### config.mk
export PLATFORM = sky130hd
export DESIGN_NAME = apb_master_bridge_flat
export DESIGN_NICKNAME = d
export VERILOG_FILES = /design/src/rtl/apb_master_bridge_if.sv /design/src/rtl/apb_master_bridge.sv /design/src/flat_wrapper.sv
export SDC_FILE = /design/constraint.sdc
export NUM_CORES = 1
export LEC_CHECK = 0
export CORE_MARGIN = 5
export CORE_UTILIZATION = 30
export CTS_CLUSTER_SIZE = 12
export DETAILED_ROUTE_END_ITERATION = 12
export PLACE_DENSITY = 0.66
export SYNTH_ARGS = -nofsm -noshare
export SYNTH_HDL_FRONTEND = slang
export SYNTH_SLANG_ARGS = --single-unit
### constraint.sdc
create_clock -name PCLK -period 2.54 [get_ports PCLK]
set_clock_uncertainty 0.05 [all_clocks]
set_input_delay 0.381 -clock PCLK [delete_from_list [all_inputs] [get_ports PCLK]]
set_output_delay 0.381 -clock PCLK [all_outputs]
set_load 0.05 [all_outputs]
### src/rtl/apb_master_bridge_if.sv
// Command, response and APB bus signals of the APB master bridge.
// The master modport is the bridge's view; the slave modport is the view of whatever sits around it.
interface apb_master_bridge_if #(
   parameter int unsigned ADDR_W = 32,
   parameter int unsigned DATA_W = 32
);
   logic              cmd_valid;
   logic              cmd_ready;
   logic              cmd_write;
   logic [ADDR_W-1:0] cmd_addr;
   logic [DATA_W-1:0] cmd_wdata;

   logic              rsp_valid;
   logic              rsp_ready;
   logic [DATA_W-1:0] rsp_rdata;
   logic              rsp_err;

   logic              PSELx;
   logic              PENABLE;
   logic              PWRITE;
   logic [ADDR_W-1:0] PADDR;
   logic [DATA_W-1:0] PWDATA;
   logic              PREADY;
   logic [DATA_W-1:0] PRDATA;

   modport master (
      input  cmd_valid, cmd_write, cmd_addr, cmd_wdata, rsp_ready, PREADY, PRDATA,
      output cmd_ready, rsp_valid, rsp_rdata, rsp_err, PSELx, PENABLE, PWRITE, PADDR, PWDATA
   );

   modport slave (
      output cmd_valid, cmd_write, cmd_addr, cmd_wdata, rsp_ready, PREADY, PRDATA,
      input  cmd_ready, rsp_valid, rsp_rdata, rsp_err, PSELx, PENABLE, PWRITE, PADDR, PWDATA
   );
endinterface

### src/rtl/apb_master_bridge.sv
// Single-outstanding APB master: turns one valid/ready command into a SETUP/ACCESS
// transfer, honours PREADY wait states, aborts hung transfers and returns a response.
module apb_master_bridge #(
   parameter int unsigned ADDR_W  = 32,
   parameter int unsigned DATA_W  = 32,
   parameter int unsigned TIMEOUT = 16
) (
   input  logic                PCLK,
   input  logic                PRESETn,
   apb_master_bridge_if.master bus
);
   localparam int unsigned CNT_W = $clog2(TIMEOUT + 1);
   localparam logic [CNT_W-1:0] CNT_MAX = CNT_W'(TIMEOUT);

   typedef enum logic [1:0] {S_IDLE, S_SETUP, S_ACCESS, S_RESP} state_t;

   state_t            r_state;
   logic [CNT_W-1:0]  r_cnt;
   logic              r_cmd_ready;
   logic              r_rsp_valid;
   logic [DATA_W-1:0] r_rsp_rdata;
   logic              r_rsp_err;
   logic              r_psel;
   logic              r_penable;
   logic              r_pwrite;
   logic [ADDR_W-1:0] r_paddr;
   logic [DATA_W-1:0] r_pwdata;
   logic [CNT_W-1:0]  w_cnt_inc;

   // Wait-state counter saturates at TIMEOUT instead of wrapping
   assign w_cnt_inc = (r_cnt == CNT_MAX) ? r_cnt : r_cnt + CNT_W'(1);

   always_ff @(posedge PCLK or negedge PRESETn) begin
      if (!PRESETn) begin
         r_state     <= S_IDLE;
         r_cnt       <= '0;
         r_cmd_ready <= 1'b1;
         r_rsp_valid <= 1'b0;
         r_rsp_rdata <= '0;
         r_rsp_err   <= 1'b0;
         r_psel      <= 1'b0;
         r_penable   <= 1'b0;
         r_pwrite    <= 1'b0;
         r_paddr     <= '0;
         r_pwdata    <= '0;
      end else begin
         case (r_state)
            S_IDLE: begin
               if (bus.cmd_valid) begin
                  r_pwrite    <= bus.cmd_write;
                  r_paddr     <= bus.cmd_addr;
                  r_pwdata    <= bus.cmd_wdata;
                  r_psel      <= 1'b1;
                  r_cmd_ready <= 1'b0;
                  r_state     <= S_SETUP;
               end
            end
            S_SETUP: begin
               r_penable <= 1'b1;
               r_state   <= S_ACCESS;
            end
            S_ACCESS: begin
               // Completion takes priority over a timeout landing on the same edge
               if (bus.PREADY) begin
                  r_rsp_rdata <= r_pwrite ? '0 : bus.PRDATA;
                  r_rsp_err   <= 1'b0;
                  r_rsp_valid <= 1'b1;
                  r_psel      <= 1'b0;
                  r_penable   <= 1'b0;
                  r_state     <= S_RESP;
               end else begin
                  r_cnt <= w_cnt_inc;
                  if (w_cnt_inc == CNT_MAX) begin
                     r_rsp_rdata <= '0;
                     r_rsp_err   <= 1'b1;
                     r_rsp_valid <= 1'b1;
                     r_psel      <= 1'b0;
                     r_penable   <= 1'b0;
                     r_state     <= S_RESP;
                  end
               end
            end
            S_RESP: begin
               if (bus.rsp_ready) begin
                  r_rsp_valid <= 1'b0;
                  r_rsp_rdata <= '0;
                  r_rsp_err   <= 1'b0;
                  r_cnt       <= '0;
                  r_cmd_ready <= 1'b1;
                  r_state     <= S_IDLE;
               end
            end
            default: r_state <= S_IDLE;
         endcase
      end
   end

   assign bus.cmd_ready = r_cmd_ready;
   assign bus.rsp_valid = r_rsp_valid;
   assign bus.rsp_rdata = r_rsp_rdata;
   assign bus.rsp_err   = r_rsp_err;
   assign bus.PSELx     = r_psel;
   assign bus.PENABLE   = r_penable;
   assign bus.PWRITE    = r_pwrite;
   assign bus.PADDR     = r_paddr;
   assign bus.PWDATA    = r_pwdata;
endmodule

### src/flat_wrapper.sv
// flat-port wrapper written by rule: the top's interface ports become plain ports
module apb_master_bridge_flat 
#(
   parameter int unsigned ADDR_W  = 32,
   parameter int unsigned DATA_W  = 32,
   parameter int unsigned TIMEOUT = 16
)
  (PCLK, PRESETn, bus_cmd_valid, bus_cmd_write, bus_cmd_addr, bus_cmd_wdata, bus_rsp_ready, bus_PREADY, bus_PRDATA, bus_cmd_ready, bus_rsp_valid, bus_rsp_rdata, bus_rsp_err, bus_PSELx, bus_PENABLE, bus_PWRITE, bus_PADDR, bus_PWDATA);
  apb_master_bridge_if #(.ADDR_W(ADDR_W), .DATA_W(DATA_W)) bus_i ();
  input  logic PCLK;
  input  logic PRESETn;
  input wire logic [$bits(bus_i.cmd_valid)-1:0] bus_cmd_valid;
  input wire logic [$bits(bus_i.cmd_write)-1:0] bus_cmd_write;
  input wire logic [$bits(bus_i.cmd_addr)-1:0] bus_cmd_addr;
  input wire logic [$bits(bus_i.cmd_wdata)-1:0] bus_cmd_wdata;
  input wire logic [$bits(bus_i.rsp_ready)-1:0] bus_rsp_ready;
  input wire logic [$bits(bus_i.PREADY)-1:0] bus_PREADY;
  input wire logic [$bits(bus_i.PRDATA)-1:0] bus_PRDATA;
  output wire logic [$bits(bus_i.cmd_ready)-1:0] bus_cmd_ready;
  output wire logic [$bits(bus_i.rsp_valid)-1:0] bus_rsp_valid;
  output wire logic [$bits(bus_i.rsp_rdata)-1:0] bus_rsp_rdata;
  output wire logic [$bits(bus_i.rsp_err)-1:0] bus_rsp_err;
  output wire logic [$bits(bus_i.PSELx)-1:0] bus_PSELx;
  output wire logic [$bits(bus_i.PENABLE)-1:0] bus_PENABLE;
  output wire logic [$bits(bus_i.PWRITE)-1:0] bus_PWRITE;
  output wire logic [$bits(bus_i.PADDR)-1:0] bus_PADDR;
  output wire logic [$bits(bus_i.PWDATA)-1:0] bus_PWDATA;
  assign bus_i.cmd_valid = bus_cmd_valid;
  assign bus_i.cmd_write = bus_cmd_write;
  assign bus_i.cmd_addr = bus_cmd_addr;
  assign bus_i.cmd_wdata = bus_cmd_wdata;
  assign bus_i.rsp_ready = bus_rsp_ready;
  assign bus_i.PREADY = bus_PREADY;
  assign bus_i.PRDATA = bus_PRDATA;
  assign bus_cmd_ready = bus_i.cmd_ready;
  assign bus_rsp_valid = bus_i.rsp_valid;
  assign bus_rsp_rdata = bus_i.rsp_rdata;
  assign bus_rsp_err = bus_i.rsp_err;
  assign bus_PSELx = bus_i.PSELx;
  assign bus_PENABLE = bus_i.PENABLE;
  assign bus_PWRITE = bus_i.PWRITE;
  assign bus_PADDR = bus_i.PADDR;
  assign bus_PWDATA = bus_i.PWDATA;
  apb_master_bridge #(.ADDR_W(ADDR_W), .DATA_W(DATA_W), .TIMEOUT(TIMEOUT)) u_core (.PCLK(PCLK), .PRESETn(PRESETn), .bus(bus_i));
endmodule
==> impl_metrics.toml, run 1 <==
[routing]
drtAntennaViolNets = 0
drtIter0Drc = 96
firstDrtPassIters = 4
drt-vias-per-instance = 4.72
post_drt_wl_per_cell_um = 17.4
vias = 3251
wl_um = 12000
drcViolationCount = 0

[placement]
place_congestion = 0.763
dpl-instance-area_um2 = 6590
io_buffers = 203
dp_worst_setup_slack_ns = -0.0157
dp_hpwl_um = 8620
dpl.cell_count = 673

[synth]
yosysSeqAreaShare_pct = 62.6
ys_types = 37
synth_top_area_cell = "dfrtp_1"
synthesis.area_um2 = 4360
syn_nets = 405
synth_seq_cells = 109
yosys_warnings = 0
synth_top_cell_area_share_pct = 62.0
synthCells = 298
ys_top_cells_by_area = "dfrtp_1, mux2_2, a22o_1"
syn_avg_cell_area_um2 = 14.6

[timing]
tightest_slew_ns = 0.549
period_share_pct = 91.7
fin_tns_setup_ns = 0
drv_slew = 0
fin_ws_ns = 0.210
hold_violations = 0
rsz0062_at_grt = "no"
max_slew_margin_pct = 63.3
fmax_mhz = 429
layout_min_cycle_time_ns = 2.33
setup_viol = 0

[global_route]
grt_pass1_vias = 3528
use_met2_pct = 22.9
grt_remaining_overflow = 0
antenna_found_initial = 0
grt_max_degree = 57
grt.met1_usage_pct = 16.0
grt_most_used_layer = "met2"
met3_usage_pct = 6.14
grt_first_pass_wirelength_um = 18500
grt_util_all_layers_pct = 14.0

[critical_path]
rr_endpoint = "u_core.bus.rsp_rdata[16]"
worstPathArrival_ns = 2.56
crit_chain = "inv_1 -> ha_1 -> o311ai_1 -> a2111oi_4 -> buf_4 -> o21ai_4 -> a22o_2"
worstSetupEndpointType = "flip-flop"
crit_required_ns = 2.77
reg2reg_slack_ns = 0.21
crit_buf_inv = 2
criticalPathCategory = "flip-flop to flip-flop"
worstReg2RegStart = "u_core.r_cnt[0]"
r2r_cells = 7
cp-start-kind = "flip-flop"
critical-path-slowest-cell = "dfrtp_1"
cp_max_fo = 16
cpPeakStageDelay_ns = 0.44
cpLargestDelayFamily = "compound AO/OA/AOI/OAI gates"

[job]
max_cap_violations = 0

[final_layout]
fin_area_um2 = 6900
final_cells = 689
finalCoreUtilization_pct = 48.0
nets = 609
syn_to_final_growth_pct = 58.2
mostFrequentLayoutCell = "clkdlybuf4s50_1"
most-common-layout-cells = "clkdlybuf4s50_1, dfrtp_1, mux2_2"
diodes = 0
drive_above_1_share_pct = 19.4

[status]
status = "completed"

[cts]
clockRootBuffer = "clkbuf_16"
clock_sinks = 109
cts_buffers = 9
tritoncts = "built"
insertion_delay_ns = 0.35
clockBufferDepth = 2
clkTransAtPathRegs_ns = 0.07
postCtsSetupRepairBufs = 0
htreeDepth = 3

[floorplan]
num_rows = 44
core_um2 = 14400
start_util_pct = 30.3
ios = 204
dieWidth_um = 131
dieArea_um2 = 17000
die_h_um = 131

[power]
power.leakage_nw = 2.89
ir_drop_mv = 0.852
power_per_cell_area_nw_per_um2 = 1580

[min_path]
hold_class = "primary input to asynchronous set/reset pin"
-- registers in the layout, indices dropped and copies added (netlist names), 2 cells and up --
name	flops
u_core.bus.PADDR	32
u_core.bus.PWDATA	32
u_core.bus.rsp_rdata	32
u_core.r_cnt	5
u_core.r_state	2
-- cells by family after synthesis --
logic type,count (synthesis),share of synthesized area [%]
buffers and inverters,25,3.01
multiplexers,69,17.8
flip-flops,109,62.6
AO/OA/AOI/OAI,61,11.6
adder cells (fa/ha/maj),5,1.44
AND/OR/NAND/NOR,29,3.59
-- power by group --
| part | internal (mW) | switching, mW |
|---|---|---|
| registers | 2.59 | 0.478 |
| logic | 2.38 | 4.11 |
| clock network | 0.755 | 0.623 |
-- worst max-delay path by stage --
stage                    startpoint                  endpoint  slack, ns  cells past startpoint
global route        u_core.r_cnt[0]  u_core.bus.rsp_rdata[29]       0.03                      8
global placement    u_core.r_cnt[0]  u_core.bus.rsp_rdata[16]       0.11                      7
CTS                 u_core.r_cnt[0]   u_core.bus.rsp_rdata[6]       0.04                      8
detailed placement  u_core.r_cnt[0]  u_core.bus.rsp_rdata[15]      -0.02                      8
finish              u_core.r_cnt[0]  u_core.bus.rsp_rdata[16]       0.21                      7
floorplan           u_core.r_cnt[0]         u_core.r_state[1]       0.32                      6
-- synthesized netlist by cell type --
library cell,n
and3_2,1
a21boi_0,1
dfstp_2,1
o21ai_1,1
or2_4,1
o211ai_1,1
o41ai_1,1
o31ai_1,2
nand3_1,2
clkbuf_1,13
mux2_2,67
a2bb2oi_1,1
ha_1,5
o211a_1,1
o21ai_4,1
o21ai_0,9
nor4_1,1
o2bb2ai_1,1
and4bb_2,1
buf_6,5
inv_1,7
o311ai_1,1
mux2i_1,1
mux2_1,1
a22o_1,32
nand3b_1,1
a22oi_1,1
a22o_2,2
nand2b_1,5
a21oi_1,4
dfrtp_1,108
a2111oi_4,1
a211oi_1,1
nand2_1,8
nor2b_1,3
nor3_1,1
nor2_1,5
-- per-stage QoR --
step | hold WS (ns) | total power [mW]
after global routing | 0.462 | 11.5
after floorplan | 0.0354 | 7.35
after CTS | 0.453 | 11.1
final | 0.450 | 10.9
after global placement | 0.282 | 9.48
after detailed placement | 0.282 | 9.57
-- layout make-up --
type | instances | area (um^2)
Fill cell | 1300 | 7470
Tap cell | 184 | 230
Timing Repair Buffer | 210 | 2110
Inverter | 7 | 26.3
Sequential cell | 109 | 2730
Multi-Input combinational cell | 165 | 1520
Clock inverter | 4 | 51.3
Clock buffer | 10 | 229
-- metal layers --
| metal | wire length [um] | vias up |
|---|---|---|
| met2 | 5770 | 154 |
| met1 | 4560 | 1589 |
| met5 | 0 | - |
| met3 | 1290 | 20 |
| met4 | 331 | 0 |
| li1 | - | 1488 |
-- repair_timing --
action / 4_1_cts / 5_1_grt
pin swaps: 1 / 0
endpoints found under the setup margin: 32 / 16
gates resized for setup: 0 / 1
cloned: 1 / 0
hold buffers: 1 / 0
endpoints found under the hold margin: 26 / 0
No activity file was read; power rests on OpenSTA's default activity.
==> inputs of run 2 (changes only) <==
Settings changed: GPL_TIMING_DRIVEN set to 0.
==> run 2 against run 1 <==
  * Cell count rose by 1.9%
  * Hold slack got worse by 0.41 ns
  * Clock-buffer cell count rose by 1
  * Cell area up 1.3%
==> impl_metrics.toml, run 2 (synthesis gave the netlist of run 1 again) <==
[status]
status = "completed"

[global_route]
grt_util_all_layers_pct = 14.0
antenna_found_initial = 0
grt_remaining_overflow = 0
grt_first_pass_wirelength_um = 18700
grt_max_degree = 59
grt_pass1_vias = 3665

[cts]
cts_buffers = 9
clkTransAtPathRegs_ns = 0.07
tritoncts = "built"
htreeDepth = 3
clockBufferDepth = 2
clock_sinks = 109
clockRootBuffer = "clkbuf_16"
postCtsHoldBufs = 0
insertion_delay_ns = 0.35

[final_layout]
nets = 620
drive_above_1_share_pct = 19.5
mostFrequentLayoutCell = "clkdlybuf4s50_1"
diodes = 0
most-common-layout-cells = "clkdlybuf4s50_1, dfrtp_1, mux2_2"
finalCoreUtilization_pct = 48.6
final_cells = 702
syn_to_final_growth_pct = 60.3
fin_area_um2 = 6990

[job]
max_cap_violations = 0

[critical_path]
crit_chain = "ha_2 -> nand3_1 -> or2_4 -> a2111oi_4 -> o211a_1 -> mux2_1"
crit_buf_inv = 0
worstSetupEndpointType = "flip-flop"
critical-path-slowest-cell = "a2111oi_4"
worstPathArrival_ns = 2.55
cp_max_fo = 7
criticalPathCategory = "flip-flop to flip-flop"
cp-start-kind = "flip-flop"
cpLargestDelayFamily = "compound AO/OA/AOI/OAI gates"
crit_required_ns = 2.73
cpPeakStageDelay_ns = 0.60

[timing]
max_slew_margin_pct = 48.8
layout_min_cycle_time_ns = 2.36
setup_viol = 0
drv_slew = 0
fin_ws_ns = 0.177
tightest_slew_ns = 0.768
period_share_pct = 93.0
fmax_mhz = 423
rsz0062_at_grt = "no"
fin_tns_setup_ns = 0
hold_violations = 0
holdWs_ns = 0.0407

[placement]
dp_hpwl_um = 8940
dpl.cell_count = 686
dpl-instance-area_um2 = 6650
place_congestion = 0.790
dp_worst_setup_slack_ns = -0.0844
io_buffers = 203

[floorplan]
dieArea_um2 = 17000
die_h_um = 131
start_util_pct = 30.3
ios = 204
dieWidth_um = 131
num_rows = 44
core_um2 = 14400

[routing]
drcViolationCount = 0
wl_um = 11800
drt-vias-per-instance = 4.64
firstDrtPassIters = 4
drtAntennaViolNets = 0
vias = 3257
drtIter0Drc = 84
post_drt_wl_per_cell_um = 16.7

[power]
power_frac_clock_pct = 14.0
power_frac_seq_pct = 27.4
power.leakage_nw = 2.93
p_comb_share_pct = 58.6
p_sw_mw = 5.20
ir_drop_mv = 0.755
power_per_cell_area_nw_per_um2 = 1590
switching_share_pct = 46.7
power_report.internal_total_mw = 5.93
power_mw = 11.1

[min_path]
hold_class = "primary input to asynchronous set/reset pin"
-- run 2: final cells by class --
| class | instances | area [um^2] |
|---|---|---|
| clock inverter | 5 | 82.6 |
| sequential | 109 | 2730 |
| fill | 1255 | 7380 |
| clock buffer | 11 | 253 |
| inverter | 7 | 26.3 |
| multi-input combinational | 164 | 1500 |
| tap | 184 | 230 |
| buffer | 18 | 108 |
| timing repair buffer | 204 | 2060 |
-- run 2: per-layer routing --
metal | share of wire, % | global-route usage, %
met1 | 40 | 16.3
met2 | 47 | 22.3
met3 | 11 | 6.83
met4 | 2.1 | 5.57
met5 | 0 | 0
-- run 2: what timing repair did --
item                       in CTS  in global routing
setup buffers                   0                  0
setup endpoints to repair       0                 29
gates resized for setup         0                  5
-- run 2: path summary, 6_finish.rpt --
path	start	to	slack, ns	cells after the start
worst max-delay path	u_core.r_cnt[0]	u_core.r_state[1]	0.18	6
min in group PCLK	u_core.bus.rsp_rdata[21]	u_core.bus.rsp_rdata[21]	0.45	1
worst min-delay path	PRESETn	u_core.bus.rsp_rdata[2]	0.04	1
worst min register to register	u_core.bus.rsp_rdata[21]	u_core.bus.rsp_rdata[21]	0.45	1
worst max register to register	u_core.r_cnt[0]	u_core.r_state[1]	0.18	6
max in group asynchronous	PRESETn	u_core.bus.cmd_ready	1.65	2
-- run 2: power by group through the flow --
stage / sequential (mW) / clock [mW] / combinational (mW)
2_1_floorplan: 5.90 / 0 / 1.45
3_3_place_gp: 3.04 / 0 / 6.52
3_5_place_dp: 3.08 / 0 / 6.58
4_1_cts: 3.06 / 1.63 / 6.60
5_1_grt: 3.17 / 1.69 / 6.85
6_report: 3.05 / 1.56 / 6.53
-- run 2: worst register-to-register path: cells and delay by family (launching register included) --
| family | cells | cell delay [ns] |
|---|---|---|
| mux | 1 | 0.32 |
| compound gates | 2 | 0.87 |
| flops | 1 | 0.43 |
| simple gates | 2 | 0.35 |
| fa+ha+maj | 1 | 0.24 |
